**config.mk**
```make
export PLATFORM = sky130hd
export DESIGN_NAME = fwvexrisc_wb_timer
export DESIGN_NICKNAME = d
export VERILOG_FILES = /design/src/rtl/fwvexrisc_wb_timer.sv
export SDC_FILE = /design/constraint.sdc
export NUM_CORES = 1
export LEC_CHECK = 0
export ABC_AREA = 0
export BUFFER_PORTS_ARGS = -buffer_cell sky130_fd_sc_hd__buf_2
export CAP_MARGIN = 20
export CORE_MARGIN = 3
export CORE_UTILIZATION = 49
export CTS_CLUSTER_SIZE = 12
export DETAILED_ROUTE_END_ITERATION = 6
export GPL_TIMING_DRIVEN = 0
export PLACE_DENSITY = 0.78
export SKIP_LAST_GASP = 1
export SYNTH_ARGS = -nofsm -noshare
export SYNTH_HDL_FRONTEND = slang
export SYNTH_SLANG_ARGS = --single-unit
export TNS_END_PERCENT = 30
```
**constraint.sdc**
```tcl
create_clock -name clock -period 13.77 [get_ports clock]
set_input_delay 3.4425 -clock clock [delete_from_list [all_inputs] [get_ports clock]]
set_output_delay 3.4425 -clock clock [all_outputs]
set_load 0.02 [all_outputs]
```
**src/rtl/fwvexrisc_wb_timer.sv**
```systemverilog
// Wishbone timer peripheral: 64-bit mtime with prescaler, 64-bit mtimecmp and a level irq.
// Single-cycle registered response with an atomic hi-word shadow for 64-bit reads.
module fwvexrisc_wb_timer #(
    parameter int          ADR_WIDTH      = 32,
    parameter int          DAT_WIDTH      = 32,
    parameter logic [15:0] PRESCALE_RESET = 16'd0
) (
    input  logic                 clock,
    input  logic                 reset,
    input  logic [ADR_WIDTH-1:0] t_adr,
    input  logic [DAT_WIDTH-1:0] t_dat_w,
    output logic [DAT_WIDTH-1:0] t_dat_r,
    input  logic                 t_cyc,
    input  logic                 t_stb,
    input  logic                 t_we,
    input  logic [3:0]           t_sel,
    output logic                 t_ack,
    output logic                 t_err,
    output logic                 irq
);

    typedef enum logic {
        ST_IDLE,
        ST_RESP
    } bus_state_e;

    typedef enum logic [2:0] {
        REG_MTIME_LO    = 3'd0,
        REG_MTIME_HI    = 3'd1,
        REG_MTIMECMP_LO = 3'd2,
        REG_MTIMECMP_HI = 3'd3,
        REG_CTRL        = 3'd4,
        REG_PRESCALE    = 3'd5,
        REG_STATUS      = 3'd6,
        REG_UNMAPPED    = 3'd7
    } reg_e;

    typedef struct packed {
        logic irq_en;
        logic en;
    } ctrl_t;

    function automatic logic [31:0] merge_bytes(input logic [31:0] old_word,
                                                input logic [31:0] wr_word,
                                                input logic [3:0]  sel);
        logic [31:0] res;
        res = old_word;
        for (int b = 0; b < 4; b++) begin
            if (sel[b]) begin
                res[8*b +: 8] = wr_word[8*b +: 8];
            end
        end
        return res;
    endfunction

    bus_state_e  state_q, state_d;
    logic        ack_q, ack_d;
    logic        err_q, err_d;
    logic [31:0] dat_r_q, dat_r_d;
    logic [63:0] mtime_q, mtime_d;
    logic [63:0] mtimecmp_q, mtimecmp_d;
    ctrl_t       ctrl_q, ctrl_d;
    logic [15:0] prescale_q, prescale_d;
    logic [15:0] pcnt_q, pcnt_d;
    logic [31:0] shadow_q, shadow_d;
    logic        irq_q, irq_d;

    reg_e        reg_sel;
    logic        req;
    logic        access;
    logic        wr_en;
    logic        tick;
    logic        pend;
    logic [31:0] rdata;
    logic [31:0] wr_mtime_lo, wr_mtime_hi, wr_cmp_lo, wr_cmp_hi;
    logic        unused_adr_bits;

    assign reg_sel = reg_e'(t_adr[4:2]);
    assign req     = t_cyc & t_stb;
    assign access  = (state_q == ST_IDLE) & req;
    assign wr_en   = access & t_we;
    assign tick    = ctrl_q.en & (pcnt_q == prescale_q);
    assign pend    = (mtime_q >= mtimecmp_q);

    assign unused_adr_bits = ^{t_adr[ADR_WIDTH-1:5], t_adr[1:0]};

    assign wr_mtime_lo = merge_bytes(mtime_q[31:0],     t_dat_w, t_sel);
    assign wr_mtime_hi = merge_bytes(mtime_q[63:32],    t_dat_w, t_sel);
    assign wr_cmp_lo   = merge_bytes(mtimecmp_q[31:0],  t_dat_w, t_sel);
    assign wr_cmp_hi   = merge_bytes(mtimecmp_q[63:32], t_dat_w, t_sel);

    // Read data reflects register state before the current edge.
    always_comb begin
        rdata = '0;
        case (reg_sel)
            REG_MTIME_LO:    rdata = mtime_q[31:0];
            REG_MTIME_HI:    rdata = shadow_q;
            REG_MTIMECMP_LO: rdata = mtimecmp_q[31:0];
            REG_MTIMECMP_HI: rdata = mtimecmp_q[63:32];
            REG_CTRL:        rdata[1:0] = ctrl_q;
            REG_PRESCALE:    rdata[15:0] = prescale_q;
            REG_STATUS:      rdata[0] = pend;
            default:         rdata = '0;
        endcase
    end

    always_comb begin
        // NOTE: every signal gets a default before the case so no latch is inferred.
        state_d = state_q;
        ack_d   = 1'b0;
        err_d   = 1'b0;
        dat_r_d = '0;
        case (state_q)
            ST_IDLE: begin
                if (req) begin
                    state_d = ST_RESP;
                    ack_d   = (reg_sel != REG_UNMAPPED);
                    err_d   = (reg_sel == REG_UNMAPPED);
                    dat_r_d = rdata;
                end
            end
            ST_RESP: begin
                state_d = ST_IDLE;
            end
            default: state_d = ST_IDLE;
        endcase
    end

    always_comb begin
        mtime_d    = tick ? mtime_q + 64'd1 : mtime_q;
        mtimecmp_d = mtimecmp_q;
        ctrl_d     = ctrl_q;
        prescale_d = prescale_q;
        shadow_d   = shadow_q;
        pcnt_d     = pcnt_q;

        if (ctrl_q.en) begin
            pcnt_d = tick ? 16'd0 : pcnt_q + 16'd1;
        end

        if (access && !t_we && reg_sel == REG_MTIME_LO) begin
            shadow_d = mtime_q[63:32];
        end

        // A write to either mtime half replaces the whole next value, dropping that cycle's tick.
        if (wr_en) begin
            case (reg_sel)
                REG_MTIME_LO:    mtime_d = {mtime_q[63:32], wr_mtime_lo};
                REG_MTIME_HI:    mtime_d = {wr_mtime_hi, mtime_q[31:0]};
                REG_MTIMECMP_LO: mtimecmp_d = {mtimecmp_q[63:32], wr_cmp_lo};
                REG_MTIMECMP_HI: mtimecmp_d = {wr_cmp_hi, mtimecmp_q[31:0]};
                REG_CTRL: begin
                    if (t_sel[0]) begin
                        ctrl_d = ctrl_t'(t_dat_w[1:0]);
                    end
                end
                REG_PRESCALE: begin
                    if (t_sel[0]) prescale_d[7:0]  = t_dat_w[7:0];
                    if (t_sel[1]) prescale_d[15:8] = t_dat_w[15:8];
                    pcnt_d = 16'd0;
                end
                default: ;
            endcase
        end

        irq_d = ctrl_q.irq_en & pend;
    end

    // NOTE: sequential state uses non-blocking assignments so every register samples pre-edge values.
    always_ff @(posedge clock or posedge reset) begin
        if (reset) begin
            state_q    <= ST_IDLE;
            ack_q      <= 1'b0;
            err_q      <= 1'b0;
            dat_r_q    <= '0;
            mtime_q    <= '0;
            mtimecmp_q <= '1;
            ctrl_q     <= '0;
            prescale_q <= PRESCALE_RESET;
            pcnt_q     <= '0;
            shadow_q   <= '0;
            irq_q      <= 1'b0;
        end else begin
            state_q    <= state_d;
            ack_q      <= ack_d;
            err_q      <= err_d;
            dat_r_q    <= dat_r_d;
            mtime_q    <= mtime_d;
            mtimecmp_q <= mtimecmp_d;
            ctrl_q     <= ctrl_d;
            prescale_q <= prescale_d;
            pcnt_q     <= pcnt_d;
            shadow_q   <= shadow_d;
            irq_q      <= irq_d;
        end
    end

    assign t_ack   = ack_q;
    assign t_err   = err_q;
    assign t_dat_r = dat_r_q;
    assign irq     = irq_q;

endmodule

```
After elaboration in Yosys (flattened, before gate mapping) --
Cells that the tools add are included.
Word-level totals: bits in registers 230, bits of input ports 73, word-level logic and storage cells 104
Operators by class: eq/ne operators 19, add/sub/neg operators 2, multiplexer cells 24, magnitude comparators 1, reduce and logical (&&, ||, !) cells 23, bitwise gates (word level) 8
Operators with widths (count):
- one-hot mux 64 bit (2 select lines) | 2
- 2-to-1 mux 64 bit | 2
- one-hot mux 14 bit (5 select lines) | 1
- adder 64 x 1 -> 64 bit, second input constant | 1
- greater-or-equal comparator 64 bit | 1
- 2-to-1 mux 16 bit | 4
- 2-to-1 mux 32 bit | 2
- one-hot mux 16 bit (4 select lines) | 1
- 2-to-1 mux 8 bit | 4
- AND reduction 4 bit | 8
- inequality test 3 bit, second input constant | 9
- adder 16 x 1 -> 16 bit, second input constant | 1
- == test 16 bit | 1
- AND reduction 2 bit | 8
- == test 3 bit, second input constant | 4
- AND reduction 3 bit | 3
- one-hot mux 1 bit (7 select lines) | 1
- == test 3 x 2 -> 1 bit, second input constant | 2
- one-hot mux 1 bit (6 select lines) | 1
- AND 1 bit | 5
- 2-to-1 mux 1 bit | 5
- inequality test 2 bit, second input constant | 2
- == test 3 x 1 -> 1 bit, second input constant | 1
- zero test 3 bit | 1
- 4 further kinds | 7

Logic depth before layout (Yosys ltp) --
Gate-level depths: netlist of run 1.
word-level depth 6, depth in mapped cells 9, mapped depth without buffers 9

Worst setup path after synthesis of run 1 --
No wires, ideal clock.
path kind in2reg, start input port t_adr[4], end register mtime_q[41], path buffers 4, arrival time 5.072 ns, data required time 13.642 ns, stages on the path 9, setup time 0.128 ns, path slack 8.570 ns, path through clkbuf_1 -> or3_1 -> clkbuf_8 -> nand2_1 -> clkbuf_1 -> clkbuf_1 -> nor2_1 -> nand2_1 -> nand3_1
Between the ends: word-level cells in the longest chain between the ends 3, elaborated cells on any way between the ends 7, those cells by class 3 x eq/ne; 2 x mux; 2 x reduce/logical
RTL lines:
- from (decl) | line 10 | input logic [ADR_WIDTH-1:0] t_adr,
- == test 3 x 1 -> 1 bit or zero test 3 bit (tied branches) | line 147 | case (reg_sel)
- one-hot mux 64 bit (2 select lines), or another cell as far along | line 147
- 2-to-1 mux 64 bit or AND reduction 2 bit (tied branches)
- to (signal assigned) | line 188 | mtime_q <= mtime_d;
- to (decl) | line 60 | logic [63:0] mtime_q, mtime_d;
Several ways; a longest one is shown, not always the timed one. A chain may end at the register's enable or synchronous reset.

Worst setup path in the final report of run 1 --
start input port t_adr[2], end register mtime_q[7]
Same word-level chain as after synthesis.

==> flow_summary.toml, run 1 <==
[worst_setup_path]
critical_path_class = "in -> reg"
cp-end-kind = "register"
worstPathRequired_ns = 14.19
crit_family = "buffers and inverters"
critPathArrivalTime_ns = 6.88
path_buf_inv = 4
worstReg2RegStart = "prescale_q[12]"
startpoint_type = "input port"
critical_path.max_stage_delay_ns = 0.81
startpoint = "t_adr[2]"
crit_slowest_cell = "nor3_1"
r2r_setup_slack_ns = 10.40
critical_path.max_fanout = 10
reg2reg_depth = 7
path_common_cell = "clkbuf_1"
crit_cells = 9
path_cells = "buf_2 > nor3_1 > nor2b_1 > clkbuf_1 > buf_1 > clkbuf_1 > nand2_1 > o41ai_1 > nor2_1"
reg2reg_to = "mtime_q[45]"

[sta]
max_freq_ghz = 0.155
slew_viol_final = 0
setup_viol = 0
setup_slack_ns = 7.31
rsz0062_at_grt = "false"
period_share_pct = 46.9
finalClockSkew_ns = 0.0203
fin_crit_ns = 6.46
setup_tns_ns = 0
max_slew_margin_pct = 32.4
tightestPinTransition_ns = 1.01
timing_hold_violations_final = 0

[routing]
vias = 12500
first_pass_iters = 6
drt_iter0_drc = 1311
viasPerCell = 6.44
ant_nets = 0
detail_route.wl_per_cell_um = 24.5
wirelength_mm = 47.4
drc = 0

[pwr]
sw_frac_of_total_pct = 33.0
p_total_mw = 2.09
p_leak_nw = 6.57
seq_power_share_pct = 45.1
p_sw_uw = 689
clkPwrFrac_pct = 32.3
intPower_mw = 1.40
p_comb_share_pct = 22.7
vdd_drop_max_mv = 0.132
power.density_nw_per_um2 = 135

[logic_synthesis]
syn_area_per_cell_um2 = 9.60
ys_top_cells_by_area = "dfrtp_1 30%, dfstp_2 12%, mux2_2 8.9%"
synth_top_area_share_pct = 30.1
synth-async-reset-ratio_pct = 100
synth_edf_count = 0
synth_nets = 1574
synthCells = 1435
synth_cell_type_count = 78
synthFlopType = "dfrtp_1"
ys_warn_count = 0
ys_top_cells_by_count = "166 x dfrtp_1, 140 x nand2_1, 109 x mux2_2, 109 x nor2_1, 82 x inv_1"
yosysTopAreaCell = "dfrtp_1"
ys_seq_area_share_pct = 42.3
synth.most_common_cell = "dfrtp_1"
yosys_register_bits = 230
netlist_area_um2 = 13800

[cells_and_area]
syn_to_final_growth_pct = 12.5
final_util_pct = 56.7
drive_gt1_share_pct = 21.3
fillers = 2421
nNetsFinal = 1681
design_area_um2 = 15500
diodes = 0

[clock_tree]
cts_buffers = 26
htree_levels = 1
cts-resized-gates = 0
cts_setup_buffers = 0
clock_path_buffers = 3
cts_tree = "done"
clk_latency_ns = 0.55
clock-sinks = 230
cts_root_buf = "clkbuf_16"
cts.hold.buffers_added = 0
clkTransAtPathRegs_ns = 0.06

[global_routing]
grt-ovfl-total = 0
antenna_found_initial = 0
grt_max_degree = 123
grt_pass1_wl_mm = 72.4
grt_pass1_vias = 12500
gr-usage-all-layers_pct = 30.9

[die]
fp.dieH_um = 174
core-area_um2 = 27300
start_util_pct = 50.4
die_w_um = 174
ios = 108
rows = 60
die_area_um2 = 30200

[worst_hold_path]
hold_depth = 2
min_from = "mtimecmp_q[29]"
hold_path_class = "reg -> reg"
min_to = "mtimecmp_q[29]"

[placed_design]
finalWeightedCongestion = 1.00
port_buffers = 77
dp_hpwl_mm = 34.9
placed_area_um2 = 14700
dp_slack_ns = 7.00

[outcome]
status = "finished clean"

[run]
drv_cap = 0
[final cells by class]
type	count	area (um2)	area share, %
multi-input combinational	1047	7260	46.8
sequential	230	5840	37.6
clock buffer	41	788	5.09
tap	372	465	3.00
timing repair buffer	79	424	2.74
buffer	76	383	2.47
inverter	82	315	2.03
clock inverter	6	30.0	0.194
[tightest hold or removal path, cell delays in order, from the launching register on]
cell and delay (ns):
dfstp_2 0.37, nand2_1 0.04, o21ai_0 0.07
[cells in the final DEF (no fill, tap or decap), types with 12 or more instances in the layout]
cell | synthesis | layout
a211oi_1 | 13 | 13
a21o_1 | 14 | 14
a21oi_1 | 76 | 76
a222oi_1 | 14 | 14
a22oi_1 | 22 | 22
a311oi_1 | 14 | 14
and3_1 | 28 | 28
and4_1 | 15 | 15
buf_1 | 12 | 12
buf_2 | 5 | 82
clkbuf_1 | 49 | 57
clkbuf_16 | 0 | 27
clkbuf_8 | 8 | 14
dfrtp_1 | 166 | 166
dfstp_2 | 64 | 64
ha_1 | 66 | 66
inv_1 | 82 | 81
mux2_2 | 109 | 109
mux2i_1 | 19 | 19
nand2_1 | 140 | 140
nand3_1 | 56 | 56
nand4_1 | 34 | 34
nor2_1 | 109 | 109
nor3_1 | 24 | 23
nor4_1 | 12 | 12
o21ai_0 | 76 | 76
o22ai_1 | 15 | 15
o31ai_1 | 13 | 13
xnor2_1 | 19 | 19
xor2_1 | 12 | 12
[per-layer routing]
layer | track usage (%) | share of wire [%]
met2 | 50.5 | 46
met1 | 40.0 | 40
met4 | 14.0 | 5.0
met5 | 0 | 0
met3 | 5.65 | 9.2
[power by group through the flow]
stage          sequential [mW]  combinational [mW]  clock [mW]
4_1_cts                  0.935               0.467       0.676
3_3_place_gp             0.939               0.442           0
5_1_grt                  0.954               0.528       0.704
6_report                 0.941               0.473       0.673
3_5_place_dp             0.946               0.464           0
2_1_floorplan            0.898               0.336           0
[worst max-delay path by stage]
stage | to | slack, ns
6_report | mtime_q[7] | 7.31
3_5_place_dp | mtime_q[7] | 7.00
2_1_floorplan | ctrl_q[0] | 4.13
4_1_cts | mtime_q[7] | 7.54
5_1_grt | mtime_q[8] | 7.32
3_3_place_gp | shadow_q[5] | 1.63
[state kept, by name, summed over array words and instances, names as in the netlist]
register	count
shadow_q	32
ctrl_q	2
mtimecmp_q	64
t_ack	1
mtime_q	64
t_dat_r	32
state_q	1
pcnt_q	16
prescale_q	16
t_err	1
irq	1
[kinds of logic after synthesis]
logic type / count (synthesis) / synth area share, %
buffers and inverters: 158 / 5.01
AO/OA/AOI/OAI: 336 / 16.3
multiplexers: 128 / 10.3
adder cells (fa/ha/maj): 66 / 5.99
XOR/XNOR: 34 / 2.32
flip-flops: 230 / 42.3
AND/OR/NAND/NOR: 483 / 17.8
[per-stage QoR]
stage / cells / hold WS [ns]
after CTS: 1933 / 0.488
after global routing: 1933 / 0.513
after floorplan: 1435 / 0.457
after global placement: 1884 / 0.468
final: 1933 / 0.481
after detailed placement: 1886 / 0.479
(Power assumes the default switching activity.)
==> inputs of run 2 (changes only) <==
- clock period: 13.77 -> 6.3 ns (I/O delays scaled with it)
==> run 2 against run 1 <==
  * The flow now finishes with violations (DRC)
  * Clock skew rose by 0.0036 ns
  * Sequential power is 120% higher
  * Via count is 1.2% higher
==> flow_summary.toml, run 2 (same netlist as run 1, synthesis figures left out) <==
[outcome]
status = "finished with violations"
violations = "DRC"

[worst_setup_path]
path_cells = "buf_2 > nor3_1 > nor2b_1 > clkbuf_1 > buf_1 > clkbuf_1 > nand2_1 > o41ai_1 > nor2_1"
cp-end-kind = "register"
worstPathRequired_ns = 6.73
path_buf_inv = 4
critical_path_class = "in -> reg"
startpoint_type = "input port"
critical_path.max_fanout = 10
path_common_cell = "clkbuf_1"
crit_family = "buffers and inverters"
critPathArrivalTime_ns = 5.02
critical_path.max_stage_delay_ns = 0.74
crit_slowest_cell = "nor3_1"

[routing]
ant_nets = 0
drt_iter0_drc = 1387
first_pass_iters = 7
wirelength_mm = 47.5
drc = 24
viasPerCell = 6.50
detail_route.wl_per_cell_um = 24.5
vias = 12600

[sta]
timing_hold_violations_final = 0
setup_slack_ns = 1.71
setup_viol = 0
finalClockSkew_ns = 0.0239
tightestPinTransition_ns = 1.04
max_slew_margin_pct = 29.9
slew_viol_final = 0
period_share_pct = 72.9
fin_crit_ns = 4.59
max_freq_ghz = 0.218
rsz0062_at_grt = "false"
setup_tns_ns = 0

[cells_and_area]
final_common_cell = "dfrtp_1"
top_regs = "mtime_q (64), mtimecmp_q (64)"
syn_to_final_growth_pct = 13.4
drive_gt1_share_pct = 21.7
layout_common_cells = "166 x dfrtp_1, 140 x nand2_1, 109 x nor2_1, 109 x mux2_2, 82 x buf_2"
seqCellArea_um2 = 5840
nNetsFinal = 1685
multi_input_area_um2 = 7260
fillers = 2406

[global_routing]
grt_max_degree = 43
grt_pass1_wl_mm = 72.0
gr-usage-all-layers_pct = 30.7
grt-ovfl-total = 0
antenna_found_initial = 1
grt_pass1_vias = 12200

[clock_tree]
cts_buffers = 26
clkTransAtPathRegs_ns = 0.06
clock-sinks = 230
cts-resized-gates = 0
clk_latency_ns = 0.55
clock_path_buffers = 3
cts_tree = "done"
cts.hold.buffers_added = 0
cts_root_buf = "clkbuf_16"
cts_setup_buffers = 0
htree_levels = 1

[die]
die_area_um2 = 30200
rows = 60
die_w_um = 174
fp.dieH_um = 174
ios = 108
core-area_um2 = 27300
start_util_pct = 50.4

[placed_design]
dp_hpwl_mm = 35.0
dp_slack_ns = 1.35
port_buffers = 77
finalWeightedCongestion = 0.955

[pwr]
power.density_nw_per_um2 = 297
p_total_mw = 4.65
vdd_drop_max_mv = 0.239
p_leak_nw = 6.62

[run]
drv_cap = 0

[worst_hold_path]
hold_path_class = "reg -> reg"
run 2: cell count changes in the layout (fill, tap and decap cells not counted), sizes merged:
| cell | change |
|---|---|
| clkbuf | -3 |
| clkinvlp | +2 |
| clkinv | +1 |
| diode | +1 |
| inv | -1 |
| bufinv | +2 |
| buf | +4 |
run 2: metal layers:
layer  track usage [%]  vias up  wire (um)
li1                  -     5489          -
met1              40.6     6141      18600
met2              48.3      759      21200
met3              5.34      209       4640
met4              16.6        2       3000
met5                 0        -          8
run 2: worst paths after layout:
check	start	endpoint	slack (ns)	cells past startpoint
max in group asynchronous	reset	mtimecmp_q[37]	3.94	5
setup / recovery	t_adr[3]	mtime_q[7]	1.71	9
hold reg to reg	mtimecmp_q[29]	mtimecmp_q[29]	0.48	2
setup reg to reg	mtime_q[10]	mtime_q[45]	2.93	8
min in group asynchronous	reset	t_dat_r[18]	1.15	2
hold / removal	mtimecmp_q[29]	mtimecmp_q[29]	0.48	2
run 2: final cells by class:
cell class	instances	share of cell area [%]
Clock buffer	38	4.83
Buffer	76	2.45
Tap cell	372	2.98
Multi-Input combinational cell	1047	46.4
Sequential cell	230	37.3
Clock inverter	10	0.728
Antenna cell	1	0.0160
Inverter	82	1.99
Timing Repair Buffer	83	3.23
run 2: worst reg2reg max path, delay by kind of cell, from the launching register on:
family        cells  cell delay (ns)
flops             1             0.39
buf+inv           1             0.34
simple gates      7             2.54
run 2: through the flow:
| stage | hold WS, ns | util, % | cell area, um2 | cells |
|---|---|---|---|---|
| after floorplan | 0.457 | - | 13800 | 1435 |
| after global placement | 0.468 | 53.6 | 14600 | 1884 |
| after detailed placement | 0.473 | 54.0 | 14800 | 1890 |
| after CTS | 0.481 | 57.2 | 15600 | 1938 |
| after global routing | 0.508 | 57.2 | 15600 | 1938 |
| final | 0.475 | 57.2 | 15600 | 1939 |
run 2: where the power goes:
| part | switching (mW) | internal (mW) | leakage (nW) |
|---|---|---|---|
| combinational | 0.580 | 0.465 | 3.43 |
| clock | 0.630 | 0.913 | 0.429 |
| sequential | 0.317 | 1.74 | 2.76 |
| total | 1.53 | 3.12 | 6.62 |
